===== config.mk =====
export PLATFORM = sky130hd
export DESIGN_NAME = axil_reg_slice_rd
export DESIGN_NICKNAME = d
export VERILOG_FILES = /design/src/rtl/axil_pkg.sv /design/src/rtl/axil_skid_buffer.sv /design/src/rtl/axil_reg_slice_rd.sv
export SDC_FILE = /design/constraint.sdc
export NUM_CORES = 1
export LEC_CHECK = 0
export BUFFER_PORTS_ARGS = -buffer_cell sky130_fd_sc_hd__buf_2
export CAP_MARGIN = 20
export CORE_ASPECT_RATIO = 0.6
export CORE_MARGIN = 2
export CORE_UTILIZATION = 50
export CTS_BUF_LIST = sky130_fd_sc_hd__clkbuf_16
export DETAILED_ROUTE_END_ITERATION = 12
export PLACE_DENSITY = 0.75
export RECOVER_POWER = 25
export SLEW_MARGIN = 20
export SYNTH_ARGS = -nofsm -noshare
export SYNTH_HDL_FRONTEND = slang
export SYNTH_SLANG_ARGS = --single-unit

===== constraint.sdc =====
create_clock -name aclk -period 4.98 [get_ports aclk]
set_clock_uncertainty 0.05 [all_clocks]
set_input_delay 0.249 -clock aclk [delete_from_list [all_inputs] [get_ports aclk]]
set_output_delay 0.249 -clock aclk [all_outputs]
set_load 0.1 [all_outputs]

===== src/rtl/axil_pkg.sv =====
// Shared AXI-Lite widths and skid-buffer state encoding for the read-path slices.
package axil_pkg;

  localparam int unsigned AXI_ADDR_WIDTH   = 32;
  localparam int unsigned AXI_DATA_WIDTH   = 32;
  localparam int unsigned AXIL_R_PAYLOAD_W = AXI_DATA_WIDTH + 2;

  typedef enum logic [1:0] {
    SKID_EMPTY = 2'd0,
    SKID_ONE   = 2'd1,
    SKID_FULL  = 2'd2
  } skid_state_e;

endpackage


===== src/rtl/axil_skid_buffer.sv =====
// Two-entry full-throughput skid buffer; in_ready and out_valid are both registered.
module axil_skid_buffer
  import axil_pkg::*;
#(
  parameter int unsigned WIDTH = 32
) (
  input  logic             aclk,
  input  logic             aresetn,
  input  logic [WIDTH-1:0] in_data,
  input  logic             in_valid,
  output logic             in_ready,
  output logic [WIDTH-1:0] out_data,
  output logic             out_valid,
  input  logic             out_ready
);

  skid_state_e      state_q;
  logic [WIDTH-1:0] main_q;
  logic [WIDTH-1:0] skid_q;
  logic             out_valid_q;
  logic             in_ready_q;

  logic in_fire;
  logic out_fire;

  assign in_fire  = in_valid & in_ready_q;
  assign out_fire = out_valid_q & out_ready;

  always_ff @(posedge aclk or negedge aresetn) begin
    if (!aresetn) begin
      state_q     <= SKID_EMPTY;
      main_q      <= '0;
      skid_q      <= '0;
      out_valid_q <= 1'b0;
      in_ready_q  <= 1'b0;
    end else begin
      unique case (state_q)
        SKID_EMPTY: begin
          in_ready_q <= 1'b1;
          if (in_fire) begin
            main_q      <= in_data;
            out_valid_q <= 1'b1;
            state_q     <= SKID_ONE;
          end
        end
        SKID_ONE: begin
          if (in_fire && !out_fire) begin
            // Main is stalled, so the new beat parks behind it in the skid slot.
            skid_q     <= in_data;
            in_ready_q <= 1'b0;
            state_q    <= SKID_FULL;
          end else if (in_fire && out_fire) begin
            main_q <= in_data;
          end else if (out_fire) begin
            out_valid_q <= 1'b0;
            state_q     <= SKID_EMPTY;
          end
        end
        SKID_FULL: begin
          if (out_fire) begin
            main_q     <= skid_q;
            in_ready_q <= 1'b1;
            state_q    <= SKID_ONE;
          end
        end
        default: begin
          out_valid_q <= 1'b0;
          in_ready_q  <= 1'b0;
          state_q     <= SKID_EMPTY;
        end
      endcase
    end
  end

  assign in_ready  = in_ready_q;
  assign out_valid = out_valid_q;
  assign out_data  = main_q;

endmodule


===== src/rtl/axil_reg_slice_rd.sv =====
// AXI-Lite read-channel register slice: independent AR and R stages, each a skid buffer or a wire.
module axil_reg_slice_rd
  import axil_pkg::*;
#(
  parameter bit AR_REG_EN = 1'b1,
  parameter bit R_REG_EN  = 1'b1
) (
  input  logic                      aclk,
  input  logic                      aresetn,

  input  logic [AXI_ADDR_WIDTH-1:0] m_axil_araddr,
  input  logic                      m_axil_arvalid,
  output logic                      m_axil_arready,
  output logic [AXI_DATA_WIDTH-1:0] m_axil_rdata,
  output logic [1:0]                m_axil_rresp,
  output logic                      m_axil_rvalid,
  input  logic                      m_axil_rready,

  output logic [AXI_ADDR_WIDTH-1:0] s_axil_araddr,
  output logic                      s_axil_arvalid,
  input  logic                      s_axil_arready,
  input  logic [AXI_DATA_WIDTH-1:0] s_axil_rdata,
  input  logic [1:0]                s_axil_rresp,
  input  logic                      s_axil_rvalid,
  output logic                      s_axil_rready
);

  if (AR_REG_EN) begin : g_ar_reg
    axil_skid_buffer #(
      .WIDTH(AXI_ADDR_WIDTH)
    ) u_ar_skid (
      .aclk      (aclk),
      .aresetn   (aresetn),
      .in_data   (m_axil_araddr),
      .in_valid  (m_axil_arvalid),
      .in_ready  (m_axil_arready),
      .out_data  (s_axil_araddr),
      .out_valid (s_axil_arvalid),
      .out_ready (s_axil_arready)
    );
  end else begin : g_ar_pass
    assign s_axil_araddr  = m_axil_araddr;
    assign s_axil_arvalid = m_axil_arvalid;
    assign m_axil_arready = s_axil_arready;
  end

  if (R_REG_EN) begin : g_r_reg
    logic [AXIL_R_PAYLOAD_W-1:0] r_out_payload;

    axil_skid_buffer #(
      .WIDTH(AXIL_R_PAYLOAD_W)
    ) u_r_skid (
      .aclk      (aclk),
      .aresetn   (aresetn),
      .in_data   ({s_axil_rresp, s_axil_rdata}),
      .in_valid  (s_axil_rvalid),
      .in_ready  (s_axil_rready),
      .out_data  (r_out_payload),
      .out_valid (m_axil_rvalid),
      .out_ready (m_axil_rready)
    );

    assign {m_axil_rresp, m_axil_rdata} = r_out_payload;
  end else begin : g_r_pass
    assign m_axil_rdata  = s_axil_rdata;
    assign m_axil_rresp  = s_axil_rresp;
    assign m_axil_rvalid = s_axil_rvalid;
    assign s_axil_rready = m_axil_rready;
  end

endmodule


After elaboration in Yosys (flattened, before gate mapping). Cells that the tools add are included.

Register bits: 140. Bits in latches: 0. RAM bits: 0. Memory bits (read-only): 0. Bits of input ports: 72. Output and inout port bits: 70. Word-level logic and storage cells: 96. Memories kept: 0.

$add $sub $neg: 0. Multiply operators: 0. Divide/modulo/power cells: 0. Order comparisons: 0. Eq/ne operators: 22. Shifts and indexed selects: 0. Mux-type cells: 38. Bitwise logic cells: 6. Reduce and logical (&&, ||, !) cells: 20.

Operator list (number): $mux 34 (4); $mux 32 (4); $pmux 34 s3 (1); $pmux 32 s3 (1); $mux 2 (10); $ne 2x1->1 const B (10); $reduce_and 5->1 (4); $mux 1 (12); $pmux 1 s3 (4); $pmux 2 s3 (2); $ne 2x2->1 const B (4); $reduce_and 2->1 (4); $reduce_and 4->1 (2); $ne 3x1->1 const B (2); $ne 3x2->1 const B (2); $reduce_bool 3->1 (2); $and 1x1->1 (4); $eq 2x1->1 const B (2); $eq 2x2->1 const B (2); $logic_and 1x1->1 (4); $logic_not 2->1 (2); $logic_not 1->1 (2); $not 1->1 (2).

Longest topological paths before layout.
Word-level depth: 5. Gate-level depth with buffers: 6. Depth with buffers taken out: 3.

Modules after synthesis. A second synthesis with hierarchy kept.

Cell total of the unflattened synthesis: 398. Area, all modules: 6344.8 um^2.

Modules (own cells, without submodules): axil_skid_buffer (g_r_reg.u_r_skid) (instances 1, cells each 204, area each 3303.2 um^2); axil_skid_buffer (g_ar_reg.u_ar_skid) (instances 1, cells each 194, area each 3041.7 um^2).

Worst setup path before layout. OpenSTA, ideal clock, no wires.

Path type: register -> register. From: register g_r_reg.u_r_skid.out_valid_q (netlist: g_r_reg.u_r_skid.out_valid). To: register g_r_reg.u_r_skid.main_q[3] (netlist: g_r_reg.u_r_skid.out_data[3]). Data arrival time: 2116 ps. Required time: 4802 ps. Path slack: 2686 ps. Stages on the path, launching flop included: 5. Buffers on the path: 1. Cell sequence: dfrtp_1 > nand4_2 > o211ai_4 > buf_8 > mux2_1.

Word-level cells in the longest chain between the ends: 5. Elaborated cells on any way between the ends: 8.

RTL lines: start, declared (RTL line axil_skid_buffer.sv:20) `logic out_valid_q;`; start signal, assigned (RTL line axil_skid_buffer.sv:34) `out_valid_q <= 1'b0;`; start signal, assigned (RTL line axil_skid_buffer.sv:42) `out_valid_q <= 1'b1;`; start signal, assigned (RTL line axil_skid_buffer.sv:55) `out_valid_q <= 1'b0;`; $and 1x1->1 * (RTL line axil_skid_buffer.sv:27) `assign out_fire = out_valid_q & out_ready;`; $logic_not 1->1 (RTL line axil_skid_buffer.sv:47) `if (in_fire && !out_fire) begin`; $logic_and 1x1->1 (RTL line axil_skid_buffer.sv:47); $ne 2x2->1 (no line); $reduce_and 5->1 (no line) *; end signal, assigned (RTL line axil_skid_buffer.sv:41) `main_q <= in_data;`; end signal, assigned (RTL line axil_skid_buffer.sv:53) `main_q <= in_data;`; end signal, assigned (RTL line axil_skid_buffer.sv:61) `main_q <= skid_q;`; end, declared (RTL line axil_skid_buffer.sv:18) `logic [WIDTH-1:0] main_q;`.

Mark *: on every way between the ends. The rest lies on a longest branch, timed or not. A chain may end at the register's enable or synchronous reset.

Worst setup path in the final report.
From: register g_r_reg.u_r_skid.state_q[1]. To: register g_r_reg.u_r_skid.main_q[3] (netlist: g_r_reg.u_r_skid.out_data[3]).

Word-level cells in the longest chain between the ends: 3. Elaborated cells on any way between the ends: 10.

RTL lines: start, declared (RTL line axil_skid_buffer.sv:17) `skid_state_e state_q;`; start signal, assigned (RTL line axil_skid_buffer.sv:31) `state_q <= SKID_EMPTY;`; start signal, assigned (RTL line axil_skid_buffer.sv:43) `state_q <= SKID_ONE;`; start signal, assigned (RTL line axil_skid_buffer.sv:51) `state_q <= SKID_FULL;`; $eq 2x2->1, or another cell as far along (RTL line axil_skid_buffer.sv:37) `unique case (state_q)`; $ne 2x1->1 (no line), or another cell as far along; $reduce_and 5->1 (no line).

Parallel ways exist; a longest one is shown, timed or not.

==> out/metrics.yaml <==
grt_overflow: 0
final_cell_mix: "mux2_2 (168), dfrtp_1 (140), buf_2 (140)"
highest_layer: "met4"
vias: 3828
cts_tree: "done"
fin_crit_sh_pct: 46.4
required_ns: 5.21
clk_latency_ns: 0.41
crit_path_top_delay_cell: "nor2b_4"
cts_sinks: 140
cp.arrival_ns: 2.54
drt_iter0_markers: 181
path_cells: "nor2b_4 -> mux2_2 -> mux2_1"
route.met3.wl_um: 491
timing.setup.tns_ns: 0
die_area_mm2: 0.0137
via_per_inst: 5.27
fp.coreArea_mm2: 0.0122
slew_viol_final: 0
layout_commonest_cell: "mux2_2"
grt_setup_unrepaired: "false"
min_path_cells: 2
critical_path_class: "reg2reg"
rows: 31
wl_per_cell_um: 17.5
grt_pass1_vias: 4181
ant_nets: 0
die_y_um: 91.4
cts_inserted_buffers: 17
setup_violations: 0
syn2layout_area_growth_pct: 21.4
htree_levels: 4
ys_seq_elements: 140
final.min_clock_period_ns: 2.31
cts_buffer_depth: 2
drt_drc_violations_left: 0
grt_usage_pct: 19.7
worstMarginPinSlew_ns: 1.06
grt_max_degree: 84
worstSetupEndpointType: "flop"
synth_nets: 476
fmax_ghz: 0.433
slowest_delay_ns: 0.91
grt_pass1_wl_um: 21000
antenna_found_initial: 0
hold_class: "in2reg"
drv_cap: 0
ios: 142
m1WireLength_um: 5840
ys_seq_area_share_pct: 55.1
syn_inst: 404
routabilityCongestion: 0.748
root_buffer: "clkbuf_16"
dp_hpwl_um: 8650
critical_path.max_fanout: 35
yosys_warnings: 0
drive_gt1_share_pct: 67.4
first_pass_iters: 4
wl_met2_um: 6230
start_util_pct: 52.1
r2r_cells: 3
relSlewSlack_pct: 29.2
diodes: 0
startpoint_type: "flop"
path_clk_slew_ns: 0.06
syn_area_mm2: 0.00636
wirelength_um: 12700
hold_viol_final: 0
run_status: "complete, no violations"
io_buffers: 141
yosysUniqueCellTypes: 32
die_x_um: 150
postSynthAreaPerCell_um2: 15.8
nNetsFinal: 621
-- final timing paths --
check                                              startpoint                               to  slack [ns]
worst max-delay path              g_r_reg.u_r_skid.state_q[1]     g_r_reg.u_r_skid.out_data[3]        2.67
worst max register to register    g_r_reg.u_r_skid.state_q[1]     g_r_reg.u_r_skid.out_data[3]        2.67
min in group asynchronous                             aresetn    g_ar_reg.u_ar_skid.skid_q[24]        0.42
worst min-delay path                         m_axil_araddr[0]     g_ar_reg.u_ar_skid.skid_q[0]        0.04
worst min register to register  g_ar_reg.u_ar_skid.skid_q[15]    g_ar_reg.u_ar_skid.skid_q[15]        0.45
max in group asynchronous                             aresetn  g_ar_reg.u_ar_skid.out_data[18]        3.17
-- sequential cells by signal, summed over array words and instances (netlist names) --
name,count
g_r_reg.u_r_skid.out_valid,1
g_r_reg.u_r_skid.skid_q,34
g_ar_reg.u_ar_skid.out_valid,1
g_ar_reg.u_ar_skid.state_q,2
g_r_reg.u_r_skid.state_q,2
g_ar_reg.u_ar_skid.out_data,32
g_r_reg.u_r_skid.out_data,34
g_r_reg.u_r_skid.in_ready,1
g_ar_reg.u_ar_skid.skid_q,32
g_ar_reg.u_ar_skid.in_ready,1
-- cells in the mapped netlist --
cell type	instances	area share [%]
nand2b_1	1	0.098
a21boi_2	1	0.18
o21a_1	1	0.12
o21ai_0	4	0.31
nand4_1	1	0.098
a22oi_1	1	0.12
mux2_2	168	30
dfrtp_1	140	55
nor2_1	2	0.12
nand4bb_1	2	0.35
nor2b_4	1	0.22
mux2_1	1	0.18
nor2b_1	1	0.098
nand4_2	1	0.20
a211o_1	2	0.28
buf_8	6	1.4
inv_1	4	0.24
and3b_1	2	0.28
a21boi_1	1	0.12
o21bai_1	1	0.12
nand4b_1	2	0.28
mux2_4	29	6.8
o211ai_4	1	0.33
nand2_2	1	0.098
nand2_1	7	0.41
o211ai_1	2	0.24
o211ai_2	1	0.20
a21oi_1	1	0.079
a21boi_0	3	0.35
and2_1	1	0.098
buf_6	6	1.1
buf_2	9	0.71
-- worst max-delay path: cells and delay by family, from the launching register on --
family        cells  cell delay, ns
mux               2            0.71
flops             1            0.49
simple gates      1            0.91
-- metal layers --
metal | track usage [%] | vias to the layer above
met3 | 3.92 | 15
li1 | - | 1751
met2 | 31.8 | 92
met1 | 26.6 | 1970
met4 | 6.83 | 0
met5 | 0 | -
-- kinds of logic after synthesis --
| logic type | Yosys count | synth area share, % |
|---|---|---|
| mux | 198 | 36.7 |
| flops | 140 | 55.1 |
| buf+inv | 25 | 3.42 |
| simple gates | 22 | 2.34 |
| compound gates | 19 | 2.44 |
-- through the flow --
stage,utilization [%],std cells,setup slack (ns),instance area (um2),hold WS (ns)
after floorplan,-,404,2.69,6360,-0.0966
after global placement,58.3,693,2.74,7120,0.288
after detailed placement,58.5,694,2.68,7150,0.302
final,63.2,726,2.67,7720,0.0388
after global routing,63.2,726,2.56,7720,0.0271
after CTS,63.3,726,2.67,7730,0.0197
-- layout make-up --
class,instances,area [um2]
Multi-Input combinational cell,239,2650
Fill cell,944,4490
Clock inverter,14,146
Clock buffer,17,425
Tap cell,165,206
Sequential cell,140,3500
Timing Repair Buffer,147,779
Inverter,4,15.0
-- repair_timing --
item | in CTS | in global routing
hold buffers | 1 | 0
gates resized for setup | 0 | 0
setup buffers | 0 | 0
hold endpoints to repair | 82 | 0
endpoints found under the setup margin | 0 | 0
Power is not shown: default switching activity piles up to over one toggle a cycle in this logic, so the estimate is an artifact.
